## config.mk

```make
export PLATFORM = sky130hd
export DESIGN_NAME = byte_serializer
export DESIGN_NICKNAME = d
export VERILOG_FILES = /design/src/rtl/ser_pkg.sv /design/src/rtl/byte_serializer.sv
export SDC_FILE = /design/constraint.sdc
export NUM_CORES = 1
export LEC_CHECK = 0
export ABC_CLOCK_PERIOD_IN_PS = 2400
export BUFFER_PORTS_ARGS = -buffer_cell sky130_fd_sc_hd__buf_2
export CORE_AREA = 4 4 41 43
export DETAILED_ROUTE_END_ITERATION = 6
export DIE_AREA = 0 0 45 47
export PLACE_DENSITY_LB_ADDON = 0.05
export SYNTH_ARGS = -nofsm -noshare
export SYNTH_HDL_FRONTEND = slang
export SYNTH_SLANG_ARGS = --single-unit
```

## constraint.sdc

```tcl
create_clock -name clk_32f -period 2.4 [get_ports clk_32f]
set_input_delay 0.12 -clock clk_32f [delete_from_list [all_inputs] [get_ports clk_32f]]
set_output_delay 0.12 -clock clk_32f [all_outputs]
set_load 0.01 [all_outputs]
```

## src/rtl/ser_pkg.sv

```systemverilog
// rtl/ser_pkg.sv - shared constants and state enum; IDLE_COM selected by BYTE_SERIALIZER_IDLE_COM_EN
package ser_pkg;

  localparam int BYTE_W = 8;

`ifdef BYTE_SERIALIZER_IDLE_COM_EN
  localparam logic [BYTE_W-1:0] IDLE_COM = 8'hBC;
`else
  localparam logic [BYTE_W-1:0] IDLE_COM = 8'h00;
`endif

  typedef enum logic [1:0] {
    RESET     = 2'd0,
    SEND_IDLE = 2'd1,
    SEND_DATA = 2'd2
  } state_t;

endpackage

```

## src/rtl/byte_serializer.sv

```systemverilog
// rtl/byte_serializer.sv - byte-to-bit serializer, MSB first, idle filler from BYTE_SERIALIZER_IDLE_COM_EN
import ser_pkg::*;

module byte_serializer (
  input  logic              clk_32f,
  input  logic              reset,
  input  logic              valid_in,
  input  logic [BYTE_W-1:0] data_in,
  output logic              data_out,
  output logic              active_out,
  output logic              byte_strobe
);

  logic [2:0]        cnt_q, cnt_d;
  logic [BYTE_W-1:0] shift_q, shift_d;
  state_t            state_q, state_d;
  logic              strobe_q, strobe_d;
  logic              load;

  // A new byte is taken only when the bit counter has wrapped to zero.
  always_comb begin
    cnt_d    = cnt_q + 3'd1;
    shift_d  = {shift_q[BYTE_W-2:0], 1'b0};
    state_d  = state_q;
    strobe_d = 1'b0;
    load     = (cnt_q == 3'd0);
    if (load) begin
      strobe_d = 1'b1;
      if (valid_in) begin
        shift_d = data_in;
        state_d = SEND_DATA;
      end else begin
        shift_d = IDLE_COM;
        state_d = SEND_IDLE;
      end
    end
  end

  always_ff @(posedge clk_32f) begin
    if (reset) begin
      cnt_q    <= 3'd0;
      shift_q  <= '0;
      state_q  <= RESET;
      strobe_q <= 1'b0;
    end else begin
      cnt_q    <= cnt_d;
      shift_q  <= shift_d;
      state_q  <= state_d;
      strobe_q <= strobe_d;
    end
  end

  assign data_out    = shift_q[BYTE_W-1];
  assign active_out  = (state_q == SEND_DATA);
  assign byte_strobe = strobe_q;

endmodule

```

==> run summary, run 1 <==
================================================================================
Result of the run ................................................. finished, final reports clean
Part of the power in registers ....................................        52.5%
Leakage power figure ..............................................    0.2671 nW
Port-buffer cells .................................................           13
Unrepaired setup endpoints after global routing ...................           no
Endpoint required time on the critical path .......................      2600 ps
Clk slew on worst S/H paths .......................................        80 ps
Clock tree from TritonCTS .........................................         done
Final ANT Viol Nets ...............................................            0
EDFF count, synth .................................................            0
Final weighted congestion of routability-driven global placement ..       0.6508
Sinks on the clock net ............................................           14
Via density per instance ..........................................        4.565
Count of fill cells added during filler insertion .................          128
Number of endpoints failing setup at the final stage ..............            0
Number of setup buffers added after CTS ...........................            0
Tot GR Track Use ..................................................       9.777%
Internal power ....................................................    0.3668 mW
Dpl hpwl ..........................................................     623.2 um
Crit. End Element .................................................     register
Arr. time, crit path ..............................................      1670 ps
Wire length of the first global-routing pass ......................     1.455 mm
Most common cell in the netlist ...................................      dfxtp_1
Clock buffer count from CTS .......................................            3
Post-Route WL .....................................................       881 um
Seq/Total Area, Yosys .............................................       53.33%
Depth of the worst register-to-register path ......................            5
Cell types with the highest counts after synthesis ................ 14 x dfxtp_1, 9 x nand2_1, 8 x a21oi_1
Max-Cap Viols .....................................................            0
Portion of total power attributed to combinational logic ..........        12.9%
Slowest library cell on the worst path ............................      nor2b_1
Setup clock skew after layout .....................................     5.370 ps
# resized after CTS ...............................................            0
Area of the mapped netlist ........................................    525.5 um2
Area leader, netlist ..............................................      dfxtp_1
Transition time at the pin with the least slew margin .............     655.5 ps
Post-synth ARST share .............................................           0%
CTS Hold Bufs .....................................................            0
Synth Flop Type ...................................................      dfxtp_1
Start-to-end type of the worst setup path .........................   reg -> reg
Total congestion overflow .........................................            0
Initial cell density of the core ..................................       40.38%
Initial antenna violation count ...................................            0
Endpoint of the most critical register-to-register path ...........   state_q[0]
Number of DRC markers after the initial detailed-route iteration ..            4
Area of the die ................................................... 0.002115 mm2
CP Capture Point ..................................................   state_q[0]
Minimum clock period after layout .................................      1467 ps
Height of the die .................................................        47 um
Fraction of final layout cells with drive strength greater than 1 .       27.14%
Number of warnings issued by yosys ................................            0
Mapped Avg Cell Area ..............................................    9.219 um2
Worst Hold Class ..................................................    in -> reg
Routed via count ..................................................          388
Maximum clock frequency ...........................................    681.7 MHz
Worst r2r src .....................................................     cnt_q[0]
Remaining max-slew budget at the tightest pin .....................       56.21%
Net switching component of the power ..............................    0.1192 mW
Clock group share of total power ..................................        34.6%
Standard-cell row count ...........................................           13
Critical path cell sequence ....................................... inv_1 > ha_1 > nor2b_1 > nor2_1 > a211oi_2
Post-synth net total ..............................................           70
Maximum level of the CTS H-tree ...................................            1
Fraction of the core area covered by cells at the end of the flow .       47.40%
Largest fanout of any net on the critical path ....................           10
Origin of the worst setup path ....................................     cnt_q[0]
Setup slack, reg-to-reg ...........................................       930 ps
Final critical-path share of the clock period .....................       61.12%
Total power per unit cell area .................................... 788.0 mW/mm2
Final routed wire length divided by cell count ....................     10.36 um
Via count of the first global-routing pass ........................          344
Insertion delay of the later-clocked pin in the worst-skew pair ...       280 ps
Layout Nets .......................................................           84
Synthesized instance count ........................................           57
Number of distinct library cells after synthesis ..................           16
Slowest cell delay on critical path ...............................       540 ps
Clock tree root buffer cell .......................................     clkbuf_4
Placeable core region ............................................. 0.001301 mm2
Remaining routing DRC violations ..................................            0
Pin count of the biggest net entering global routing ..............           14
Clock buffer depth ................................................            2
Worst vdd ir ......................................................    0.4779 mV
Ant. Diodes .......................................................            0
Post-route setup TNS ..............................................         0 ps
Boundary Pins .....................................................           14
Final number of max-transition violations .........................            0
Detailed-router iteration count before antenna repair .............            3
Die width .........................................................        45 um
Flops & latches, synth ............................................           14
Area Overhead vs Synth ............................................       17.38%
Launching element type of the critical path .......................     register
Share of Yosys cell area claimed by the top area cell type ........       53.33%
Switching share of power ..........................................       24.53%
Final hold vios ...................................................            0
Dominant cells by area after synthesis ............................ dfxtp_1 53%, a21oi_1 7.6%, nand3_1 6.7%, nand2_1 6.4%, ha_1 4.8%
================================================================================
power groups by stage:
stage | Sequential [mW] | Combinational (mW) | Clock (mW)
after floorplan | 0.261 | 0.0515 | 0
after global placement | 0.260 | 0.0645 | 0
after detailed placement | 0.260 | 0.0638 | 0
after CTS | 0.255 | 0.0642 | 0.175
after global routing | 0.257 | 0.0726 | 0.184
final | 0.255 | 0.0628 | 0.168
placed cells by master (no fill, tap or decap), drive strengths merged:
cell    count
dfxtp      14
nand2       9
xnor2       1
clkbuf      4
nand2b      1
a211oi      1
nand3       7
nor2        4
buf        13
ha          2
inv         2
a21oi       8
nor2b       3
and3        1
worst min-delay path by stage:
| stage | startpoint | endpoint | slack, ps | cells after the start |
|---|---|---|---|---|
| finish | data_in[0] | shift_q[0] | 70 | 2 |
| global route | data_in[0] | shift_q[0] | 50 | 2 |
| CTS | data_in[0] | shift_q[0] | 60 | 2 |
| detailed placement | data_in[0] | shift_q[0] | 360 | 2 |
| global placement | data_in[0] | shift_q[0] | 360 | 2 |
| floorplan | reset | state_q[0] | 180 | 1 |
layer usage:
metal,share of wire [%],track usage [%],vias up
met3,11,6.897,0
met5,0,0,-
met4,0,3.509,0
met2,39,12.43,13
met1,50,12.73,164
li1,-,-,211
stage by stage:
stage	std cells	hold WS, ps	area [um2]	total power [mW]	setup WS (ps)
floorplan	57	184.6	525.5	0.3124	1293
finish	85	70.92	616.8	0.4861	933.1
global placement	81	357.0	580.6	0.3250	997.4
CTS	85	58.94	616.8	0.4947	917.0
detailed placement	81	356.4	580.6	0.3242	941.2
global route	85	51.93	616.8	0.5136	724.8
sequential cells by signal, indices dropped and copies added, names as in the netlist:
register and cells:
byte_strobe 1, cnt_q 3, state_q 2, shift_q 8
critical path, delay by kind of cell (launching register included):
| kind | cells | cell delay (ps) |
|---|---|---|
| fa+ha+maj | 1 | 150 |
| compound gates | 1 | 210 |
| buf+inv | 1 | 60 |
| simple gates | 2 | 650 |
| flops | 1 | 330 |
kinds of logic after synthesis:
group                    Yosys count  share of synthesized area (%)
adder cells (fa/ha/maj)            2                          4.761
XOR/XNOR                           1                          1.667
AND/OR/NAND/NOR                   25                          23.33
buffers and inverters              6                          6.906
AO/OA/AOI/OAI                      9                          10.00
flip-flops                        14                          53.33
area by class of cell:
class | instances | area (um2) | area share (%)
Inverter | 2 | 7.507 | 1.217
Multi-Input combinational cell | 37 | 209.0 | 33.87
Clock buffer | 4 | 36.28 | 5.882
Sequential cell | 14 | 280.3 | 45.44
Tap cell | 15 | 18.77 | 3.043
Timing Repair Buffer | 13 | 65.06 | 10.55
No activity file was read; power rests on OpenSTA's default activity.
==> inputs of run 2 (changes only) <==
- ABC_AREA: not set -> 1
- ABC_CLOCK_PERIOD_IN_PS: 2400 -> 1200
- CORE_AREA: 4 4 41 43 -> not set
- CORE_MARGIN: not set -> 4
- CORE_UTILIZATION: not set -> 44
- DIE_AREA: 0 0 45 47 -> not set
- clock period: 2.4 -> 1.2 ns (I/O delays scaled with it)
==> run 2 against run 1 <==
Compared with the run above: clock power grew 49%; core utilization grew 7.2 points; register-to-register slack lost 790 ps; non-clock buffer count grew 1; critical path depth is the same; sequential share of layout area shrank 6.0 points; global-route usage grew 2.1 points; clock skew shrank 2.5 ps; flip-flop and latch count is the same; sequential power grew 110%; worst hold slack lost 51 ps; die area shrank 3.5%; critical path type unchanged; highest routed layer is now met4.
==> run summary, run 2 <==
========================================================================================
Result of the run ......................................................... finished, final reports clean
Post-synth ARST share .....................................................           0%   unchanged
Grt met3 use ..............................................................       2.390%   -4.5 points
Post-Route WL .............................................................     1.041 mm   +18%
Fraction of final layout cells with drive strength greater than 1 .........       22.33%   -4.8 points
Registers with the most flip-flops ........................................ shift_q (8), cnt_q (3), state_q (2)
Worst Hold Class ..........................................................    in -> reg
Layout Nets ...............................................................          118   +40%
Transition time at the pin with the least slew margin .....................     235.0 ps   -420.5 ps
Flops & latches, synth ....................................................           14   unchanged
Initial antenna violation count ...........................................            0   unchanged
Net switching component of the power ......................................    0.2665 mW   +120%
Maximum clock frequency ...................................................    949.1 MHz   +39%
Ant. Diodes ...............................................................            0   unchanged
Final routed wire length divided by cell count ............................     8.822 um   -15%
Worst vdd ir ..............................................................    0.7494 mV   +57%
Total power per unit cell area ............................................  1376 mW/mm2   +75%
Met2 usage ................................................................       18.93%   +6.5 points
Crit. End Element .........................................................     register
Leakage power figure ......................................................    0.4067 nW   +52%
Post-route worst hold slack ...............................................     19.71 ps   -51.21 ps
Number of warnings issued by yosys ........................................            0   unchanged
Remaining routing DRC violations ..........................................            0   unchanged
Internal power ............................................................    0.7115 mW   +94%
Final ANT Viol Nets .......................................................            0   unchanged
Leading cell type in the layout, fill and taps excluded ...................      nand2_1
Post-place setup slack ....................................................     70.53 ps   -870.7 ps
Via density per instance ..................................................        4.161   -8.8%
Port-buffer cells .........................................................           13   unchanged
Remaining max-slew budget at the tightest pin .............................       84.31%   +28 points
Number of DRC markers after the initial detailed-route iteration ..........            5   +1
Share of Yosys cell area claimed by the top area cell type ................       46.09%   -7.2 points
Insertion delay of the later-clocked pin in the worst-skew pair ...........       270 ps   about the same
Critical path cell sequence ............................................... inv_1 > ha_2 > nand2_4 > buf_4 > nor3_1
Launching element type of the critical path ...............................     register
Number of distinct library cells after synthesis ..........................           14   -2
Number of flip-flops under the largest register name ......................            8   unchanged
Seq/Total Area, Yosys .....................................................       46.09%   -7.2 points
Cell types with the highest counts after synthesis ........................ 22 x nand2_1, 21 x nor2_1, 18 x inv_1
Mapped Avg Cell Area ......................................................    6.989 um2   -24%
Via count of the first global-routing pass ................................          445   +29%
Initial cell density of the core ..........................................       46.73%   +6.3 points
Standard-cell row count ...................................................           13   unchanged
Switching share of power ..................................................       27.25%   +2.7 points
Die width .................................................................     45.18 um   +0.39%
Global routing's busiest layer ............................................         met2
Clock tree from TritonCTS .................................................         done
Dpl hpwl ..................................................................     714.8 um   +15%
Area leader, netlist ......................................................      dfxtp_1
CTS Hold Bufs .............................................................            0   unchanged
Final weighted congestion of routability-driven global placement ..........       0.7083   +8.8%
Category of cells accounting for the largest share of critical-path delay .   flip-flops
Largest Register ..........................................................      shift_q
Clk slew on worst S/H paths ...............................................        80 ps   about the same
Pin count of the biggest net entering global routing ......................           17   +3
Clock buffer count from CTS ...............................................            3   unchanged
Clock buffer depth ........................................................            2   unchanged
Final Worst Setup Slack ...................................................     146.4 ps   -786.7 ps
Most common cell in the netlist ...........................................      nand2_1
Largest fanout of any net on the critical path ............................            8   -2
Clock tree root buffer cell ...............................................     clkbuf_4
Setup clock skew after layout .............................................     2.831 ps   -2.539 ps
EDFF count, synth .........................................................            0   unchanged
Placeable core region ..................................................... 0.001301 mm2   unchanged
Maximum level of the CTS H-tree ...........................................            1   unchanged
Final number of max-transition violations .................................            0   unchanged
Area Overhead vs Synth ....................................................       16.87%
Met1 track demand over resource in global routing .........................       14.60%   +1.9 points
Arr. time, crit path ......................................................      1250 ps   -420 ps
Unrepaired setup endpoints after global routing ...........................           no
Endpoint required time on the critical path ...............................      1400 ps   -1200 ps
Max-Cap Viols .............................................................            0   unchanged
Tot GR Track Use ..........................................................       11.87%   +2.1 points
Portion of total power attributed to combinational logic ..................        20.4%   +7.5 points
Boundary Pins .............................................................           14   unchanged
Number of endpoints failing setup at the final stage ......................            0   unchanged
Wire length of the first global-routing pass ..............................     1.787 mm   +23%
Sinks on the clock net ....................................................           14   unchanged
Most used cells in the layout excluding fill and tap cells ................ 22 x nand2_1, 21 x nor2_1, 18 x inv_1
Part of the power in registers ............................................        54.0%   +1.5 points
Final hold vios ...........................................................            0   unchanged
Dominant cells by area after synthesis .................................... dfxtp_1 46%, nand2_1 14%, nor2_1 13%, inv_1 11%, ha_1 4.1%
Area of the mapped netlist ................................................    608.1 um2   +16%
Detailed-router iteration count before antenna repair .....................            4   +1
Minimum clock period after layout .........................................      1054 ps   -413.3 ps
Total congestion overflow .................................................            0   unchanged
Start-to-end type of the worst setup path .................................   reg -> reg
Synthesized instance count ................................................           87   +53%
Post-synth net total ......................................................          100   +43%
Slowest library cell on the worst path ....................................      dfxtp_1
Slowest cell delay on critical path .......................................       320 ps   -220 ps
Clock group share of total power ..........................................        25.6%   -9.0 points
Post-route setup TNS ......................................................         0 ps   unchanged
Height of the die .........................................................     45.18 um   -3.9%
Area of the die ........................................................... 0.002041 mm2   -3.5%
Synth Flop Type ...........................................................      dfxtp_1
Crit path buf inv count ...................................................            2   +1
Routed via count ..........................................................          491   +27%
Fraction of the core area covered by cells at the end of the flow .........       54.62%   +7.2 points
Final critical-path share of the clock period .............................       87.80%   +27 points
========================================================================================
-- run 2: worst reg2reg max path, cell delays in order, from the launching register on --
cell	delay, ps
dfxtp_1	320
inv_1	60
ha_2	230
nand2_4	100
buf_4	150
nor3_1	120
-- run 2: through the flow --
step | instance area, um2 | power, mW | instances
after global placement | 671.9 | 0.7255 | 113
after global routing | 710.7 | 1.051 | 118
final | 710.7 | 0.9780 | 118
after CTS | 694.4 | 0.9789 | 116
after floorplan | 608.1 | 0.6908 | 87
after detailed placement | 671.9 | 0.7278 | 113
-- run 2: cells by family after synthesis --
group	synth area share (%)
AO/OA/AOI/OAI	1.441
XOR/XNOR	1.441
adder cells (fa/ha/maj)	4.115
buffers and inverters	15.02
flip-flops	46.09
AND/OR/NAND/NOR	31.89
-- run 2: area by class of cell --
type,count,area (um2)
tap,15,18.77
sequential,14,280.3
clock buffer,3,22.52
timing repair buffer,14,72.57
fill,146,590.6
multi-input combinational,53,245.2
inverter,19,71.32
-- run 2: timing repair --
action                                  in CTS  in global routing
resized for setup                            0                  1
endpoints found under the setup margin       0                  9
buffers inserted                             0                  1
-- run 2: power by group through the flow --
stage,Sequential (mW),Clock (mW),Combinational [mW]
2_1_floorplan,0.541,0,0.150
3_3_place_gp,0.539,0,0.186
3_5_place_dp,0.540,0,0.188
4_1_cts,0.529,0.261,0.189
5_1_grt,0.535,0.281,0.235
6_report,0.528,0.250,0.199
-- run 2: layer usage --
metal	share of wire (%)	vias up
met5	0	-
li1	-	280
met2	45	7
met3	3.7	4
met1	49	200
met4	2.1	0
-- run 2: final timing paths --
check,depth (start not counted),to,start,slack (ps)
worst min register to register,1,cnt_q[0],cnt_q[0],440
worst min-delay path,3,shift_q[0],data_in[0],20
worst max-delay path,5,shift_q[0],cnt_q[0],150
worst max register to register,5,shift_q[0],cnt_q[0],150
==> inputs of run 3 (changes only) <==
- GPL_TIMING_DRIVEN: not set -> 1
- RECOVER_POWER: not set -> 25
==> run 3 against run 2 <==
Compared with the run above: via count did not move; worst hold slack about the same; critical endpoint unchanged; final cell count stayed put; non-clock buffer count is the same; largest cell class unchanged; clock skew stayed put.
==> run summary, run 3 (same netlist as run 2, synthesis figures left out) <==
========================================================================================
Routed via count ..........................................................          491   unchanged
Launching element type of the critical path ...............................     register
Endpoint required time on the critical path ...............................      1400 ps   about the same
CTS Hold Bufs .............................................................            0   unchanged
Post-route setup TNS ......................................................         0 ps   unchanged
Port-buffer cells .........................................................           13   unchanged
Final number of max-transition violations .................................            0   unchanged
Cell count after placement ................................................          113   unchanged
Final cell count without fillers ..........................................          118   unchanged
Most used cells in the layout excluding fill and tap cells ................ 22 x nand2_1, 21 x nor2_1, 18 x inv_1
Clock tree root buffer cell ...............................................     clkbuf_4
Max-Cap Viols .............................................................            0   unchanged
Unrepaired setup endpoints after global routing ...........................           no
Clock buffer depth ........................................................            2   unchanged
Total design power ........................................................    0.9763 mW   -0.18%
Remaining max-slew budget at the tightest pin .............................       84.31%   unchanged
Boundary Pins .............................................................           14   unchanged
Clk slew on worst S/H paths ...............................................        80 ps   about the same
Detailed-router iteration count before antenna repair .....................            4   unchanged
Pin count of the biggest net entering global routing ......................           17   unchanged
Final weighted congestion of routability-driven global placement ..........       0.7083   unchanged
Total power per unit cell area ............................................  1379 mW/mm2   +0.18%
Number of DRC markers after the initial detailed-route iteration ..........            5   unchanged
Transition time at the pin with the least slew margin .....................     235.0 ps   unchanged
Crit. End Element .........................................................     register
Clock tree from TritonCTS .................................................         done
Final Worst Setup Slack ...................................................     146.4 ps   unchanged
Critical path cell sequence ............................................... inv_1 > ha_2 > nand2_4 > buf_4 > nor3_1
Via density per instance ..................................................        4.161   unchanged
Start-to-end type of the worst setup path .................................   reg -> reg
Clock buffer count from CTS ...............................................            3   unchanged
Largest Register ..........................................................      shift_q
Die width .................................................................     45.18 um   unchanged
Final routed wire length divided by cell count ............................     8.822 um   unchanged
Setup slack, reg-to-reg ...................................................       150 ps   about the same
Worst vdd ir ..............................................................    0.7494 mV   about the same
Final critical-path share of the clock period .............................       87.80%   unchanged
Count of fill cells added during filler insertion .........................          147   +0.68%
Worst Hold Class ..........................................................    in -> reg
Category of cells accounting for the largest share of critical-path delay .   flip-flops
Height of the die .........................................................     45.18 um   unchanged
Crit path buf inv count ...................................................            2   unchanged
Total congestion overflow .................................................            0   unchanged
Maximum level of the CTS H-tree ...........................................            1   unchanged
Arr. time, crit path ......................................................      1250 ps   about the same
Maximum clock frequency ...................................................    949.1 MHz   unchanged
Dpl hpwl ..................................................................     714.8 um   unchanged
Area Overhead vs Synth ....................................................       16.46%
Final hold vios ...........................................................            0   unchanged
Post-Route WL .............................................................     1.041 mm   unchanged
Setup clock skew after layout .............................................     2.831 ps   unchanged
Ant. Diodes ...............................................................            0   unchanged
Area of the die ........................................................... 0.002041 mm2   unchanged
Slowest library cell on the worst path ....................................      dfxtp_1
Sinks on the clock net ....................................................           14   unchanged
Result of the run ......................................................... finished, final reports clean
Leading cell type in the layout, fill and taps excluded ...................      nand2_1
Leakage power figure ......................................................    0.3993 nW   -1.8%
Final ANT Viol Nets .......................................................            0   unchanged
Initial cell density of the core ..........................................       46.73%   unchanged
Tot GR Track Use ..........................................................       11.87%   unchanged
Placeable core region ..................................................... 0.001301 mm2   unchanged
Fraction of final layout cells with drive strength greater than 1 .........       20.39%   -1.9 points
Minimum clock period after layout .........................................      1054 ps   unchanged
Wire length of the first global-routing pass ..............................     1.787 mm   unchanged
Initial antenna violation count ...........................................            0   unchanged
Number of flip-flops under the largest register name ......................            8   unchanged
Layout Nets ...............................................................          118   unchanged
Insertion delay of the later-clocked pin in the worst-skew pair ...........       270 ps   about the same
Remaining routing DRC violations ..........................................            0   unchanged
Via count of the first global-routing pass ................................          445   unchanged
Post-place setup slack ....................................................     70.53 ps   unchanged
Largest fanout of any net on the critical path ............................            8   unchanged
Number of endpoints failing setup at the final stage ......................            0   unchanged
Registers with the most flip-flops ........................................ shift_q (8), cnt_q (3), state_q (2)
Slowest cell delay on critical path .......................................       320 ps   about the same
Standard-cell row count ...................................................           13   unchanged
========================================================================================
-- run 3: cell type report --
| class | count | area [um2] | area share, % |
|---|---|---|---|
| well taps | 15 | 18.77 | 2.650 |
| inverters | 19 | 71.32 | 10.07 |
| clock buffers | 3 | 22.52 | 3.180 |
| flip-flops and latches | 14 | 280.3 | 39.58 |
| repair buffers | 14 | 70.07 | 9.894 |
| multi-input cells | 53 | 245.2 | 34.63 |
-- run 3: path summary, 6_finish.rpt --
kind | start | endpoint | cells after the start
min | data_in[0] | shift_q[0] | 3
min reg2reg | cnt_q[0] | cnt_q[0] | 1
max | cnt_q[0] | shift_q[0] | 5
max reg2reg | cnt_q[0] | shift_q[0] | 5
-- run 3: what timing repair did --
item	in CTS	in global routing
buffers inserted	0	1
setup endpoints to repair	0	9
resized for setup	0	1
-- run 3: report_power, final --
part / total [mW] / internal, mW / switching [mW]
Sequential: 0.529 / 0.512 / 0.0164
Combinational: 0.197 / 0.0814 / 0.116
Clock: 0.250 / 0.116 / 0.134
Total: 0.976 / 0.710 / 0.267
-- run 3: per-layer routing --
layer  global-route usage, %  wire length [um]  vias to the layer above  share of wire [%]
met5                       0                 0                        -                  0
met4                   7.018                22                        0                2.1
met3                   2.390                39                        4                3.7
met2                   18.93               473                        7                 45
met1                   14.60               505                      200                 49
li1                        -                 -                      280                  -
-- run 3: stage by stage --
stage | instance area [um2] | util, % | hold WS (ps)
after floorplan | 608.1 | - | 122.4
after global placement | 671.9 | 51.63 | 314.8
after detailed placement | 671.9 | 51.63 | 309.2
after CTS | 694.4 | 53.37 | 17.99
after global routing | 708.2 | 54.42 | 45.49
final | 708.2 | 54.42 | 19.71
-- run 3: tightest hold or removal path, cell delays in order --
cell and delay (ps):
buf_2 100, nand2_1 50, nor3_1 40
